## src/rtl/vendor_dispense_ctrl_pkg.sv

```systemverilog
// Shared types and constants for the coin vendor sequencer and its change pulser.
package vendor_dispense_ctrl_pkg;

    typedef enum logic [1:0] {
        ST_IDLE    = 2'b00,
        ST_COLLECT = 2'b01,
        ST_VEND    = 2'b10,
        ST_CHANGE  = 2'b11
    } state_t;

    localparam int unsigned COIN5_VAL  = 5;
    localparam int unsigned COIN10_VAL = 10;
    localparam int unsigned CHANGE_VAL = 5;
    localparam int unsigned COIN_SUM_W = 5;

    // Registered single-bit outputs of the sequencer
    typedef struct packed {
        logic coin_en;
        logic coin_reject;
        logic vend_req;
        logic change_pulse;
        logic fault;
    } ctrl_out_t;

    localparam ctrl_out_t CTRL_OUT_RST = '{
        coin_en:      1'b1,
        coin_reject:  1'b0,
        vend_req:     1'b0,
        change_pulse: 1'b0,
        fault:        1'b0
    };

    // Value of the coins presented in one cycle; both slots together count as 15
    function automatic logic [COIN_SUM_W-1:0] coin_sum(input logic c5, input logic c10);
        logic [COIN_SUM_W-1:0] s;
        s = '0;
        if (c5)  s = s + COIN_SUM_W'(COIN5_VAL);
        if (c10) s = s + COIN_SUM_W'(COIN10_VAL);
        return s;
    endfunction

    function automatic logic is_open(input state_t s);
        return (s == ST_IDLE) || (s == ST_COLLECT);
    endfunction

endpackage

```

## src/rtl/vendor_change_pulser.sv

```systemverilog
// Change-return cadence: alternates pulse and gap cycles while active, and
// supplies the decremented credit and the last-coin indication to the sequencer.
module vendor_change_pulser
    import vendor_dispense_ctrl_pkg::*;
#(
    parameter int unsigned CREDIT_W = 6
) (
    input  logic                clk,
    input  logic                rst,
    input  logic                start,
    input  logic                active,
    input  logic [CREDIT_W-1:0] credit,
    output logic                pulse_c,
    output logic [CREDIT_W-1:0] credit_dec_c,
    output logic                done_c
);

    logic gap;

    // Entry always begins on a pulse cycle
    always_ff @(posedge clk) begin
        if (!rst) begin
            gap <= 1'b0;
        end else if (start) begin
            gap <= 1'b0;
        end else if (active) begin
            gap <= ~gap;
        end
    end

    assign pulse_c      = active & ~gap;
    assign credit_dec_c = credit - CREDIT_W'(CHANGE_VAL);
    assign done_c       = pulse_c && (credit <= CREDIT_W'(CHANGE_VAL));

endmodule

```

## src/rtl/vendor_dispense_ctrl.sv

```systemverilog
// Coin vendor sequencer: credit accumulation, dispense req/ack with timeout,
// and change return through the pulser sub-block.
module vendor_dispense_ctrl
    import vendor_dispense_ctrl_pkg::*;
#(
    parameter int unsigned PRICE       = 15,
    parameter int unsigned MAX_CREDIT  = 40,
    parameter int unsigned CREDIT_W    = 6,
    parameter int unsigned ACK_TIMEOUT = 16
) (
    input  logic                clk,
    input  logic                rst,
    input  logic                coin5,
    input  logic                coin10,
    input  logic                cancel,
    input  logic                vend_ack,
    output logic                coin_en,
    output logic                coin_reject,
    output logic                vend_req,
    output logic                change_pulse,
    output logic [CREDIT_W-1:0] credit,
    output logic                fault
);

    localparam int unsigned SUM_W   = CREDIT_W + 1;
    localparam int unsigned TIMER_W = $clog2(ACK_TIMEOUT + 1);

    state_t              state, state_n;
    logic [CREDIT_W-1:0] credit_q, credit_n;
    logic [TIMER_W-1:0]  timer, timer_n;
    ctrl_out_t           out_q, out_n;

    logic [SUM_W-1:0]    coin_total_c;
    logic [CREDIT_W-1:0] credit_acc_c;
    logic                coin_any_c;
    logic                coin_fit_c;
    logic                pulse_c;
    logic                pulse_done_c;
    logic                pulse_start_c;
    logic [CREDIT_W-1:0] credit_dec_c;

    vendor_change_pulser #(
        .CREDIT_W (CREDIT_W)
    ) u_change_pulser (
        .clk          (clk),
        .rst          (rst),
        .start        (pulse_start_c),
        .active       (state == ST_CHANGE),
        .credit       (credit_q),
        .pulse_c      (pulse_c),
        .credit_dec_c (credit_dec_c),
        .done_c       (pulse_done_c)
    );

    always_ff @(posedge clk) begin
        if (!rst) begin
            state    <= ST_IDLE;
            credit_q <= '0;
            timer    <= '0;
            out_q    <= CTRL_OUT_RST;
        end else begin
            state    <= state_n;
            credit_q <= credit_n;
            timer    <= timer_n;
            out_q    <= out_n;
        end
    end

    always_comb begin
        state_n            = state;
        credit_n           = credit_q;
        timer_n            = '0;
        out_n              = CTRL_OUT_RST;
        out_n.fault        = out_q.fault;
        pulse_start_c      = 1'b0;
        credit_acc_c       = credit_q;

        coin_any_c   = coin5 | coin10;
        coin_total_c = SUM_W'(credit_q) + SUM_W'(coin_sum(coin5, coin10));
        coin_fit_c   = (coin_total_c <= SUM_W'(MAX_CREDIT));

        case (state)
            ST_IDLE, ST_COLLECT: begin
                // Coins are applied before cancel so a same-cycle coin can still buy
                if (coin_any_c) begin
                    if (coin_fit_c) begin
                        credit_acc_c = CREDIT_W'(coin_total_c);
                    end else begin
                        out_n.coin_reject = 1'b1;
                    end
                end
                credit_n = credit_acc_c;
                if (credit_acc_c >= CREDIT_W'(PRICE)) begin
                    state_n = ST_VEND;
                end else if (cancel && (credit_acc_c != '0)) begin
                    state_n = ST_CHANGE;
                end else if (credit_acc_c != '0) begin
                    state_n = ST_COLLECT;
                end else begin
                    state_n = ST_IDLE;
                end
            end

            ST_VEND: begin
                out_n.coin_reject = coin_any_c;
                if (vend_ack) begin
                    credit_n = credit_q - CREDIT_W'(PRICE);
                    state_n  = (credit_n != '0) ? ST_CHANGE : ST_IDLE;
                end else begin
                    timer_n = timer + TIMER_W'(1);
                    // Abort keeps the whole credit so the user gets a full refund
                    if (timer_n == TIMER_W'(ACK_TIMEOUT)) begin
                        out_n.fault = 1'b1;
                        state_n     = ST_CHANGE;
                    end
                end
            end

            ST_CHANGE: begin
                out_n.coin_reject = coin_any_c;
                if (pulse_c) begin
                    out_n.change_pulse = 1'b1;
                    credit_n           = credit_dec_c;
                    if (pulse_done_c) begin
                        state_n = ST_IDLE;
                    end
                end
            end

            default: begin
                state_n = ST_IDLE;
            end
        endcase

        pulse_start_c  = (state_n == ST_CHANGE) && (state != ST_CHANGE);
        out_n.vend_req = (state_n == ST_VEND);
        out_n.coin_en  = is_open(state_n);
    end

    assign coin_en      = out_q.coin_en;
    assign coin_reject  = out_q.coin_reject;
    assign vend_req     = out_q.vend_req;
    assign change_pulse = out_q.change_pulse;
    assign fault        = out_q.fault;
    assign credit       = credit_q;

endmodule

```

## config.mk

```make
export PLATFORM = sky130hd
export DESIGN_NAME = vendor_dispense_ctrl
export DESIGN_NICKNAME = d
export VERILOG_FILES = /design/src/rtl/vendor_dispense_ctrl_pkg.sv /design/src/rtl/vendor_change_pulser.sv /design/src/rtl/vendor_dispense_ctrl.sv
export SDC_FILE = /design/constraint.sdc
export NUM_CORES = 1
export LEC_CHECK = 0
export CORE_ASPECT_RATIO = 0.7
export CORE_MARGIN = 10
export CORE_UTILIZATION = 25
export DETAILED_ROUTE_END_ITERATION = 6
export PLACE_DENSITY = 0.41
export SLEW_MARGIN = 20
export SYNTH_ARGS = -nofsm -noshare
export SYNTH_HDL_FRONTEND = slang
export SYNTH_SLANG_ARGS = --single-unit
```

## constraint.sdc

```tcl
create_clock -name clk -period 2.8 [get_ports clk]
set_input_delay 0.56 -clock clk [delete_from_list [all_inputs] [get_ports clk]]
set_output_delay 0.56 -clock clk [all_outputs]
set_load 0.05 [all_outputs]
```

==> key figures, run 1 <==
Status
  – Status: complete, no violations

Yosys
  – Netlist area before placement: 1480 sq um
  – Net count after synthesis: 207
  – Leading cell types by total area after synthesis: sky130_fd_sc_hd__dfxtp_1 26%, sky130_fd_sc_hd__ha_1 6.8%, sky130_fd_sc_hd__nor2_1 5.6%
  – Dominant synthesized flop cell: sky130_fd_sc_hd__dfxtp_1
  – Number of instances in the synthesized netlist: 192
  – Total of flip-flops plus latches after synthesis: 19
  – Avg Cell Area, Syn: 7.72 sq um
  – Post-synthesis sequential area ratio: 0.257
  – Number of unique standard cell types used by synthesis: 56
  – Number of flops mapped to enable cells by yosys: 0
  – Portion of synthesized cell area occupied by the leading cell type: 0.257
  – Cell type with the highest aggregate area in the netlist: sky130_fd_sc_hd__dfxtp_1
  – Yosys warnings: 0
  – Post-synthesis async set-or-reset flop share: 0

Detailed routing
  – Drt total wl: 4.62 mm
  – Drt pass-1 iters: 4
  – Number of vias after detailed routing: 1532
  – Detail Route Antenna Nets: 0
  – DRC violation total after the first TritonRoute iteration: 141
  – Via density per instance: 4.99
  – Number of design rule violations left after detail routing: 0
  – Routed len/inst: 15.0 um

Global routing
  – Number of global-route vias before repair: 1420
  – Highest-utilization routing layer at the global route stage: met1
  – Gr ovfl total: 0
  – GR met1 Demand/Resource: 0.148
  – Met2 capacity usage during global routing: 0.126
  – First-pass GRT wire length: 7.62 mm
  – GRT Overall Usage: 0.0966
  – Number of antenna violations at the first check in global routing: 0
  – Pin count of the biggest net entering global routing: 17
  – Global routing usage on met3: 0.0291

CTS
  – Clock-pin transition on the worst setup and hold timing paths: 70 ps
  – Longest Clk Path Bufs: 2
  – Number of buffers inserted during clock tree synthesis: 3
  – Clock Sink Count: 19
  – Number of levels the H-tree was split into: 1
  – Clock latency reported for the late side of the worst-skew pair: 260 ps
  – CTS tree: done
  – Clock root buffer: sky130_fd_sc_hd__clkbuf_8

Critical path
  – Req. time, crit path: 2950 ps
  – Critical path class: in -> reg
  – Register-to-register path setup slack: 240 ps
  – Arrival time at the worst endpoint: 2850 ps
  – Timing startpoint of the critical path: coin5
  – Reg-to-reg critical path endpoint: state[1]
  – Worst Setup EP: state[1]
  – Startpoint of the worst register-to-register path: credit[0]
  – Reg2reg path depth: 12
  – Kind of launch point of the worst setup path: input port
  – Endpoint type of the worst setup path: register
  – Crit path max fanout: 6

Timing
  – Transition time at the pin with the least slew margin: 507 ps
  – Setup violations, final: 0
  – Highest achievable clock rate: 370 MHz
  – Total count of hold-check failures in the final report: 0
  – Min cycle time layout: 2700 ps
  – Relative slew margins: 0.661
  – Setup clock skew after layout: 4.41 ps
  – Total count of max-transition violations in the final report: 0
  – Setup repair after global routing missed its margin: false
  – Total negative setup slack: 0 ps
  – Final worst-path cycle share: 0.965

Floorplanning
  – DIE AREA: 9460 sq um
  – DIE HEIGHT: 84.4 um
  – Total number of placement rows: 23
  – Starting density of the core: 0.259
  – Area of the placeable core: 5730 sq um
  – Width of the die: 112 um
  – Count of boundary I/O pins: 17

Layout
  – Finished Layout Cells: 307
  – Proportion of layout cells with a drive suffix above 1: 0.246
  – # diodes: 0
  – Utilization after layout: 0.351
  – Growth of design area from synthesis to finish: 35.7%
  – Post-route cell area: 2010 sq um
  – NumNets Final: 248

Place
  – Cell total after placement: 299
  – Post-DP HPWL: 3.54 mm
  – Routability congestion estimate from global placement: 0.878
  – Number of input and output port buffers inserted: 16
  – Cell Area, Placed: 1890 sq um

Power
  – Leakage power summed over all cells: 0.000812 uW
  – Power per Cell Area: 1180 nW/um^2
  – Maximum VDD drop: 0.000404 V

Job
  – Number of max-cap violations: 0

Worst hold path
  – Kind of path behind the tightest hold check: reg -> reg
==> placed cells by master, fill, tap and decap left out, drive strengths merged, types with 5 or more instances in the layout <==
master and count:
a21oi 13, and3 7, buf 30, clkdlybuf4s50 14, dfxtp 19, ha 8
inv 10, nand2 11, nand2b 6, nand3 12, nand4 5, nor2 22
nor3 5, o21ai 8, xor2 5
==> sequential cells by signal (all words and copies together), names as in the netlist <==
signal	cells
credit	6
timer	5
state	2
change_pulse	1
coin_en	1
coin_reject	1
fault	1
u_change_pulser.gap	1
vend_req	1
==> how the worst min path moves through the flow <==
stage	slack (ps)	to	depth (start not counted)	startpoint
2_1_floorplan	440	timer[0]	1	timer[0]
3_3_place_gp	460	fault	2	fault
3_5_place_dp	470	fault	2	fault
4_1_cts	490	fault	2	fault
5_1_grt	530	timer[0]	1	timer[0]
6_report	480	fault	2	fault
==> cell families (layout without fill, tap and decap cells) <==
| kind of cell | after synthesis | after routing | synth area share |
|---|---|---|---|
| AO/OA/AOI/OAI | 55 | 55 | 0.275 |
| XOR/XNOR | 9 | 9 | 0.0532 |
| adder cells (fa/ha/maj) | 9 | 9 | 0.0810 |
| buffers and inverters | 21 | 61 | 0.0607 |
| flip-flops | 19 | 19 | 0.257 |
| multiplexers | 1 | 1 | 0.00675 |
| AND/OR/NAND/NOR | 78 | 78 | 0.267 |
==> cell usage after synthesis, types with 2 or more instances <==
| cell type | n |
|---|---|
| sky130_fd_sc_hd__xnor2_1 | 4 |
| sky130_fd_sc_hd__a21oi_1 | 12 |
| sky130_fd_sc_hd__o22ai_1 | 2 |
| sky130_fd_sc_hd__dfxtp_1 | 19 |
| sky130_fd_sc_hd__o211ai_1 | 3 |
| sky130_fd_sc_hd__nor3_1 | 5 |
| sky130_fd_sc_hd__nor2b_1 | 2 |
| sky130_fd_sc_hd__nand4_1 | 5 |
| sky130_fd_sc_hd__and3_1 | 7 |
| sky130_fd_sc_hd__a31o_2 | 2 |
| sky130_fd_sc_hd__buf_2 | 2 |
| sky130_fd_sc_hd__a31oi_1 | 4 |
| sky130_fd_sc_hd__clkbuf_1 | 6 |
| sky130_fd_sc_hd__a32o_1 | 2 |
| sky130_fd_sc_hd__xor2_1 | 5 |
| sky130_fd_sc_hd__nor2_1 | 22 |
| sky130_fd_sc_hd__or3_1 | 2 |
| sky130_fd_sc_hd__a211oi_1 | 3 |
| sky130_fd_sc_hd__inv_1 | 9 |
| sky130_fd_sc_hd__o21ai_0 | 8 |
| sky130_fd_sc_hd__ha_1 | 8 |
| sky130_fd_sc_hd__nand3_1 | 11 |
| sky130_fd_sc_hd__nand2b_1 | 6 |
| sky130_fd_sc_hd__nand2_1 | 11 |
==> through the flow <==
stage,hold WS (ps),total power (uW),setup slack (ps)
final,477,2370,96.9
after global routing,525,2560,16.0
after CTS,490,2330,42.5
after detailed placement,472,2060,-511
after global placement,462,2100,-439
after floorplan,438,1520,73.1
==> report_power, final <==
part	switching [uW]	leakage, uW	total, uW	internal, uW
Sequential	85.8	0.000157	438	352
Clock	95.9	0.0000228	197	101
Combinational	983	0.000633	1730	747
==> timing repair <==
item / 4_1_cts / 5_1_grt
hold endpoints to repair: 0 / 0
setup buffers: 2 / 2
pin swaps: 7 / 7
setup endpoints to repair: 10 / 7
hold buffers: 0 / 0
resized for setup: 10 / 7
==> critical path: stages <==
cell                              delay (ps)
sky130_fd_sc_hd__clkdlybuf4s15_1         190
sky130_fd_sc_hd__ha_2                    180
sky130_fd_sc_hd__inv_1                    50
sky130_fd_sc_hd__fa_2                    350
sky130_fd_sc_hd__buf_4                   150
sky130_fd_sc_hd__xor2_1                  150
sky130_fd_sc_hd__a2bb2oi_1               160
sky130_fd_sc_hd__o21a_2                  180
sky130_fd_sc_hd__o21bai_4                 90
sky130_fd_sc_hd__buf_4                   150
sky130_fd_sc_hd__a21o_1                  190
sky130_fd_sc_hd__and3_4                  180
sky130_fd_sc_hd__o31a_1                  270
==> layout make-up <==
cell class,count,area [sq um]
Fill cell,601,3710
Multi-Input combinational cell,152,1060
Timing Repair Buffer,46,392
Sequential cell,19,383
Tap cell,75,93.8
Clock buffer,4,45.0
Inverter,11,41.3
==> metal layers <==
metal	share of wire	vias up
met4	0.0037	0
met1	0.52	704
met2	0.40	38
met3	0.078	2
li1	-	788
met5	0	-
(Power assumes the default switching activity.)
==> run 2: changes to the inputs <==
--- a/config.mk
+++ b/config.mk
@@ -9,7 +9,8 @@
 export CORE_MARGIN = 10
 export CORE_UTILIZATION = 25
 export DETAILED_ROUTE_END_ITERATION = 6
-export PLACE_DENSITY = 0.41
+export PLACE_DENSITY = 0.4
+export RECOVER_POWER = 50
 export SLEW_MARGIN = 20
 export SYNTH_ARGS = -nofsm -noshare
 export SYNTH_HDL_FRONTEND = slang
==> constraint.sdc (replaced) <==
create_clock -name clk -period 3.24 [get_ports clk]
set_input_delay 0.648 -clock clk [delete_from_list [all_inputs] [get_ports clk]]
set_output_delay 0.648 -clock clk [all_outputs]
set_load 0.05 [all_outputs]
==> key figures, run 2 (synthesis gave the netlist of run 1 again) <==
Critical path
  – Arrival time at the worst endpoint: 3210 ps (+360 ps)
  – Delay of the slowest critical-path stage: 480 ps (+130 ps)
  – Critical path class: in -> reg
  – Buffers plus inverters on the worst setup path: 2 (-2)
  – Standard cell with the maximum stage delay on the critical path: sky130_fd_sc_hd__clkdlybuf4s50_1
  – Dominant delay contributor by cell family on the critical path: compound AO/OA/AOI/OAI gates
  – Crit path max fanout: 7 (+1)
  – Kind of launch point of the worst setup path: input port
  – Endpoint type of the worst setup path: register
  – Req. time, crit path: 3380 ps (+430 ps)
  – Cells traversed along the worst timing path: clkdlybuf4s50_1 > ha_1 > inv_1 > fa_1 > nand2b_1 > a21oi_2 > xnor2_1 > o21bai_4 > a21boi_0 > o221ai_2 > o31a_1

CTS
  – Count of buffers added by post-CTS timing repair for setup: 0 (-2)
  – Clock root buffer: sky130_fd_sc_hd__clkbuf_8
  – Clock-pin transition on the worst setup and hold timing paths: 70 ps (about the same)
  – CTS tree: done
  – Clock Sink Count: 19 (unchanged)
  – Longest Clk Path Bufs: 2 (unchanged)
  – Number of buffers inserted during clock tree synthesis: 3 (unchanged)
  – Clock latency reported for the late side of the worst-skew pair: 260 ps (about the same)
  – Number of levels the H-tree was split into: 1 (unchanged)

Global routing
  – First-pass GRT wire length: 7.70 mm (+1.1%)
  – Number of global-route vias before repair: 1451 (+2.2%)
  – GRT Overall Usage: 0.0974 (+0.000819)
  – Number of antenna violations at the first check in global routing: 0 (unchanged)
  – Gr ovfl total: 0 (unchanged)
  – Pin count of the biggest net entering global routing: 20 (+3)

Layout
  – # diodes: 0 (unchanged)
  – Largest registers ranked by flip-flop count: credit (6), timer (5), state (2)
  – Commonest non-fill, non-tap cells in the layout: 22 x sky130_fd_sc_hd__nor2_1, 19 x sky130_fd_sc_hd__dfxtp_1, 15 x sky130_fd_sc_hd__buf_4
  – Max reg flops: 6 (unchanged)
  – Largest Register: credit
  – NumNets Final: 233 (-6.0%)
  – Finished Layout Cells: 292 (-4.9%)
  – Growth of design area from synthesis to finish: 24.6%
  – Most common cell after layout, fill and taps aside: sky130_fd_sc_hd__nor2_1
  – Number of filler instances in the final layout: 607 (+1.0%)
  – Proportion of layout cells with a drive suffix above 1: 0.143 (-0.103)

Timing
  – Setup repair after global routing missed its margin: false
  – Fin Hold WS: 478 ps (+1.34 ps)
  – Final worst-path cycle share: 0.946
  – Highest achievable clock rate: 326 MHz
  – Transition time at the pin with the least slew margin: 639 ps (+132 ps)
  – Total count of max-transition violations in the final report: 0 (unchanged)
  – Setup violations, final: 0 (unchanged)
  – Setup clock skew after layout: 4.57 ps (+0.161 ps)
  – Total count of hold-check failures in the final report: 0 (unchanged)
  – Relative slew margins: 0.573 (-0.0875)
  – Min cycle time layout: 3060 ps

Floorplanning
  – Count of boundary I/O pins: 17 (unchanged)
  – DIE AREA: 9460 sq um (unchanged)
  – DIE HEIGHT: 84.4 um (unchanged)
  – Starting density of the core: 0.259 (unchanged)
  – Area of the placeable core: 5730 sq um (unchanged)
  – Width of the die: 112 um (unchanged)
  – Total number of placement rows: 23 (unchanged)

Place
  – Number of input and output port buffers inserted: 16 (unchanged)
  – Routability congestion estimate from global placement: 0.802 (-8.6%)
  – Post-DP HPWL: 3.61 mm (+1.8%)
  – Cell total after placement: 288 (-3.7%)

Detailed routing
  – Detail Route Antenna Nets: 0 (unchanged)
  – Metal-1 WL: 2.28 mm (-5.2%)
  – Met2 routed WL: 1.96 mm (+7.2%)
  – Drt pass-1 iters: 6 (+2)
  – Met3 Wirelength: 333 um (-7.0%)
  – DRC violation total after the first TritonRoute iteration: 130 (-7.8%)
  – Highest routed metal layer: met4
  – Number of vias after detailed routing: 1526 (-0.39%)
  – Via density per instance: 5.23 (+4.7%)
  – Number of design rule violations left after detail routing: 0 (unchanged)
  – Routed len/inst: 15.8 um (+4.7%)
  – Drt total wl: 4.60 mm (-0.37%)

Power
  – Leakage power summed over all cells: 0.000726 uW (-11%)
  – Maximum VDD drop: 0.000229 V (-43%)
  – Power per Cell Area: 1020 nW/um^2 (-13%)

Status
  – Status: complete, no violations

Job
  – Number of max-cap violations: 0 (unchanged)

Worst hold path
  – Kind of path behind the tightest hold check: reg -> reg
-- run 2: final timing paths --
path         slack [ps]       end  startpoint  cells after the start
min                 480  timer[0]    timer[0]                      1
max                 180  state[1]       coin5                     11
min reg2reg         480  timer[0]    timer[0]                      1
max reg2reg         710  state[1]   credit[0]                     10
-- run 2: final cells by class --
type / instances / area, sq um / share of cell area
Clock buffer: 4 / 45.0 / 0.0244
Inverter: 11 / 41.3 / 0.0223
Multi-Input combinational cell: 152 / 1010 / 0.549
Sequential cell: 19 / 380 / 0.206
Tap cell: 75 / 93.8 / 0.0508
Timing Repair Buffer: 31 / 273 / 0.148
-- run 2: per-stage QoR --
stage	instance area [sq um]	total power (uW)	setup slack (ps)	setup TNS, ps	utilization
6_report	1850	1880	175	0	0.323
5_1_grt	1850	2030	33.0	0	0.323
4_1_cts	1850	1890	193	0	0.322
3_5_place_dp	1800	1720	-63.9	-240	0.314
3_3_place_gp	1800	1710	-15.1	-17.0	0.314
2_1_floorplan	1480	1310	237	0	-
-- run 2: where the power goes --
group | switching, uW | total, uW | internal [uW]
logic | 774 | 1290 | 520
clock network | 80.3 | 168 | 87.4
registers | 116 | 418 | 302
-- run 2: timing repair --
item | in CTS | in global routing
hold buffers | 0 | 0
resized for setup | 0 | 1
setup endpoints to repair | 0 | 1
-- run 2: routing by layer --
layer  up-vias  track usage
li1        754            -
met1       731        0.139
met2        39        0.138
met3         2       0.0299
met4         0       0.0195
met5         -            0
-- run 2: worst register-to-register path, stage by stage (launching register included) --
cell and delay [ps]:
sky130_fd_sc_hd__dfxtp_1 340, sky130_fd_sc_hd__ha_1 170, sky130_fd_sc_hd__inv_1 60, sky130_fd_sc_hd__fa_1 400, sky130_fd_sc_hd__nand2b_1 190, sky130_fd_sc_hd__a21oi_2 180
sky130_fd_sc_hd__xnor2_1 220, sky130_fd_sc_hd__o21bai_4 130, sky130_fd_sc_hd__a21boi_0 240, sky130_fd_sc_hd__o221ai_2 180, sky130_fd_sc_hd__o31a_1 310
==> run 3: changes to the inputs <==
--- a/config.mk
+++ b/config.mk
@@ -7,9 +7,8 @@
 export LEC_CHECK = 0
 export CORE_ASPECT_RATIO = 0.7
 export CORE_MARGIN = 10
-export CORE_UTILIZATION = 25
+export CORE_UTILIZATION = 40
 export DETAILED_ROUTE_END_ITERATION = 6
-export PLACE_DENSITY = 0.4
 export RECOVER_POWER = 50
 export SLEW_MARGIN = 20
 export SYNTH_ARGS = -nofsm -noshare
==> key figures, run 3 (synthesis gave the netlist of run 1 again) <==
Status
  – Status: complete, no violations

Timing
  – Total count of max-transition violations in the final report: 0 (unchanged)
  – Setup clock skew after layout: 4.21 ps (-0.361 ps)
  – Total negative setup slack: 0 ps (unchanged)
  – Setup repair after global routing missed its margin: false
  – Final worst-path cycle share: 0.934 (-0.0116)
  – Transition time at the pin with the least slew margin: 672 ps (+33.0 ps)
  – Highest achievable clock rate: 330 MHz (+1.2%)
  – Relative slew margins: 0.551 (-0.0220)
  – Min cycle time layout: 3030 ps (-37.6 ps)
  – Setup violations, final: 0 (unchanged)
  – Total count of hold-check failures in the final report: 0 (unchanged)

Floorplanning
  – Total number of placement rows: 18 (-22%)
  – Width of the die: 92.8 um (-17%)
  – Count of boundary I/O pins: 17 (unchanged)
  – Starting density of the core: 0.419 (+0.160)
  – DIE AREA: 6580 sq um (-30%)
  – DIE HEIGHT: 70.9 um (-16%)
  – Area of the placeable core: 3540 sq um (-38%)

Critical path
  – Reg2reg path depth: 10 (unchanged)
  – Endpoint type of the worst setup path: register
  – Req. time, crit path: 3390 ps (about the same)
  – Critical path class: in -> reg
  – Arrival time at the worst endpoint: 3180 ps (-30 ps)
  – Kind of launch point of the worst setup path: input port
  – Crit path max fanout: 6 (-1)

Layout
  – Largest registers ranked by flip-flop count: credit (6), timer (5), state (2)
  – NumNets Final: 233 (unchanged)
  – Max reg flops: 6 (unchanged)
  – Growth of design area from synthesis to finish: 22.4%
  – Most common cell after layout, fill and taps aside: sky130_fd_sc_hd__nor2_1
  – # diodes: 0 (unchanged)
  – Finished Layout Cells: 267 (-8.6%)
  – Utilization after layout: 0.513 (+0.190)
  – Largest Register: credit
  – Proportion of layout cells with a drive suffix above 1: 0.138 (-0.00461)
  – Commonest non-fill, non-tap cells in the layout: 22 x sky130_fd_sc_hd__nor2_1, 19 x sky130_fd_sc_hd__dfxtp_1, 15 x sky130_fd_sc_hd__buf_4

CTS
  – Count of buffers added by post-CTS timing repair for setup: 0 (unchanged)
  – Number of buffers inserted during clock tree synthesis: 3 (unchanged)
  – Resized Gates After CTS: 0 (unchanged)
  – Hold Buf Count CTS: 0 (unchanged)
  – Clock latency reported for the late side of the worst-skew pair: 260 ps (about the same)
  – Clock root buffer: sky130_fd_sc_hd__clkbuf_8
  – Longest Clk Path Bufs: 2 (unchanged)
  – Clock-pin transition on the worst setup and hold timing paths: 70 ps (about the same)
  – Clock Sink Count: 19 (unchanged)
  – CTS tree: done
  – Number of levels the H-tree was split into: 1 (unchanged)

Detailed routing
  – DRC violation total after the first TritonRoute iteration: 198 (+52%)
  – Drt pass-1 iters: 5 (-1)
  – Drt total wl: 4.24 mm (-7.8%)
  – Routed len/inst: 15.9 um (+0.78%)
  – Detail Route Antenna Nets: 0 (unchanged)
  – Number of design rule violations left after detail routing: 0 (unchanged)
  – Via density per instance: 5.79 (+11%)
  – Number of vias after detailed routing: 1547 (+1.4%)

Place
  – Cell total after placement: 263 (-8.7%)
  – Number of input and output port buffers inserted: 16 (unchanged)
  – Post-DP HPWL: 3.29 mm (-8.9%)
  – Routability congestion estimate from global placement: 0.968 (+21%)

Power
  – Leakage power summed over all cells: 0.000725 uW (-0.18%)
  – Power per Cell Area: 1030 nW/um^2 (+1.1%)
  – Maximum VDD drop: 0.000445 V (+94%)

Global routing
  – Gr ovfl total: 0 (unchanged)
  – Number of global-route vias before repair: 1398 (-3.7%)
  – First-pass GRT wire length: 7.06 mm (-8.3%)
  – Number of antenna violations at the first check in global routing: 0 (unchanged)
  – GRT Overall Usage: 0.127 (+0.0301)
  – Pin count of the biggest net entering global routing: 20 (unchanged)

Worst hold path
  – Kind of path behind the tightest hold check: reg -> reg
  – Hold Path Stages: 2 (+1)

Job
  – Number of max-cap violations: 0 (unchanged)
## run 3: changes by cell type in the layout (fill, tap and decap cells not counted)
cell,before,now
sky130_fd_sc_hd__nor2b_1,1,2
sky130_fd_sc_hd__nor2b_2,1,0
## run 3: routing by layer
| metal | GRT usage | vias to the layer above | share of wire |
|---|---|---|---|
| met5 | 0 | - | 0 |
| met4 | 0.0154 | 0 | 0.0026 |
| met3 | 0.0464 | 4 | 0.11 |
| met2 | 0.185 | 79 | 0.43 |
| met1 | 0.179 | 711 | 0.46 |
| li1 | - | 753 | - |
## run 3: worst max-delay path: stages
cell and delay [ps]:
sky130_fd_sc_hd__clkdlybuf4s50_1 480, sky130_fd_sc_hd__ha_1 170, sky130_fd_sc_hd__inv_1 50, sky130_fd_sc_hd__fa_1 400, sky130_fd_sc_hd__nand2b_1 170, sky130_fd_sc_hd__a21oi_2 180, sky130_fd_sc_hd__xnor2_1 220, sky130_fd_sc_hd__o21bai_4 120
sky130_fd_sc_hd__a21boi_0 230, sky130_fd_sc_hd__o221ai_2 180, sky130_fd_sc_hd__o31a_1 300
## run 3: per-stage QoR
| step | worst slack (ps) | power [uW] | hold WS, ps | instance area, sq um |
|---|---|---|---|---|
| 6_report | 213 | 1870 | 473 | 1810 |
| 3_5_place_dp | -42.3 | 1690 | 466 | 1770 |
| 2_1_floorplan | 237 | 1310 | 438 | 1480 |
| 4_1_cts | 225 | 1860 | 484 | 1810 |
| 3_3_place_gp | 38.9 | 1680 | 452 | 1770 |
| 5_1_grt | 41.7 | 2000 | 510 | 1810 |
## run 3: worst paths after layout
| path | from | to | slack, ps |
|---|---|---|---|
| max | coin5 | state[1] | 210 |
| min | fault | fault | 470 |
| max reg2reg | credit[0] | state[1] | 750 |
| min reg2reg | fault | fault | 470 |
## run 3: power by group
| part | switching, uW | internal, uW |
|---|---|---|
| clock | 78.9 | 87.4 |
| sequential | 118 | 302 |
| combinational | 761 | 519 |
| total | 958 | 909 |
## run 3: cell type report
type	instances	area, sq um
clock buffers	4	45.0
inverters	11	41.3
well taps	50	62.6
repair buffers	31	273
multi-input cells	152	1010
flip-flops and latches	19	380
fillers	353	1720
==> RTL change (settings of run 3) <==
Change the parameter `ACK_TIMEOUT` from 16 to 32.
--- a/src/rtl/vendor_dispense_ctrl.sv
+++ b/src/rtl/vendor_dispense_ctrl.sv
@@ -7,5 +7,5 @@
     parameter int unsigned MAX_CREDIT  = 40,
     parameter int unsigned CREDIT_W    = 6,
-    parameter int unsigned ACK_TIMEOUT = 16
+    parameter int unsigned ACK_TIMEOUT = 32
 ) (
     input  logic                clk,
Behaviour: same outputs for any inputs over 10 cycles, from zero or initial values and one cycle with rst low; that may be too few to reach the edited logic, so the function may still have changed.
==> RTL change against run 3 <==
- sequential cell count increased by 1
- final area increased by 2.9%
- total power grew 14%
- cell count shrank 7.1%
- routed wire length fell by 10%
- sequential share of layout area is 0.48 points higher
- maximum frequency decreased by 4.3%
- worst setup slack worse by 0.14 ns
- area after synthesis decreased by 6.0%
- highest routed layer unchanged
==> RTL change: results <==
{
  "wl_um": 3800,
  "placed_area_sq_mm": 0.00171,
  "arrival_ns": 3.37,
  "run_status": "finished clean",
  "grt_pass1_vias": 1309,
  "vias_per_cell": 5.63,
  "dp_slack_ns": -0.271,
  "grt_max_degree": 19,
  "grt_pass1_wl_um": 6090,
  "dr.first_iter.drc_count": 61,
  "synth_nets": 185,
  "drtPass1Iterations": 4,
  "nNetsFinal": 217,
  "reg2reg_to": "u_change_pulser.gap",
  "crit_slowest_cell": "o32ai_4",
  "rrSetupSlack_ns": 0.46,
  "ys_types": 44,
  "n_fill_cell": 296,
  "skew_ns": 0.0117,
  "drive_above_1_share": 0.199,
  "irDropWorstVdd_mv": 0.527,
  "gp_congestion": 0.868,
  "wl_per_cell_um": 15.3,
  "reg.largest.list": "credit x6, timer x6, state x2",
  "placed_cells": 244,
  "max_stage_delay_ns": 0.46,
  "ys_seq_area_frac": 0.287
}
-- RTL change: changes by cell type in the layout (fill, tap and decap cells not counted), sizes merged, moves of 4 or more --
| cell | delta |
|---|---|
| nor2 | -4 |
| o21ai | +4 |
| a21oi | -6 |
| a211oi | +5 |
| and3 | -5 |
| nand4 | -5 |
-- RTL change: worst min path at each step --
stage / endpoint / depth (start not counted) / start
6_report: timer[0] / 1 / timer[0]
5_1_grt: timer[0] / 1 / timer[0]
4_1_cts: timer[0] / 1 / timer[0]
3_5_place_dp: timer[0] / 1 / timer[0]
3_3_place_gp: timer[0] / 1 / timer[0]
2_1_floorplan: timer[0] / 1 / timer[0]
-- RTL change: stage by stage --
step | hold WS (ns) | total power [W]
global route | 0.492 | 0.00229
detailed placement | 0.440 | 0.00174
CTS | 0.453 | 0.00200
finish | 0.448 | 0.00213
global placement | 0.424 | 0.00173
floorplan | 0.413 | 0.00133
-- RTL change: worst reg2reg max path, delay by kind of cell (launching register included) --
family | cells | cell delay [ns]
flip-flops | 1 | 0.56
AO/OA/AOI/OAI | 5 | 0.78
adder cells (fa/ha/maj) | 2 | 0.53
buffers and inverters | 1 | 0.16
AND/OR/NAND/NOR | 2 | 0.71
-- RTL change: cell type report --
type	instances	share of cell area
Sequential cell	20	0.214
Inverter	8	0.0161
Tap cell	47	0.0315
Clock buffer	3	0.0221
Clock inverter	1	0.0161
Multi-Input combinational cell	136	0.546
Timing Repair Buffer	33	0.154
-- RTL change: where the power goes --
part | leakage (nW) | internal [W] | switching, W
Combinational | 0.536 | 0.000619 | 0.000804
Clock | 0.0357 | 0.000165 | 0.0000878
Sequential | 0.164 | 0.000315 | 0.000143
Total | 0.736 | 0.00110 | 0.00103
-- RTL change: cell families (layout without fill, tap and decap cells) --
group           Yosys count  after routing  synth area share
buf+inv                  14             45            0.0404
flops                    20             20             0.287
xor+xnor                  9              9            0.0619
fa+ha+maj                 9              9            0.0862
compound gates           57             57             0.307
mux                       3              3            0.0215
simple gates             58             58             0.196
-- RTL change: routing by layer --
metal / GRT usage / share of wire
met5: 0 / 0
met4: 0.0470 / 0.019
met3: 0.0323 / 0.082
met2: 0.164 / 0.42
met1: 0.151 / 0.48
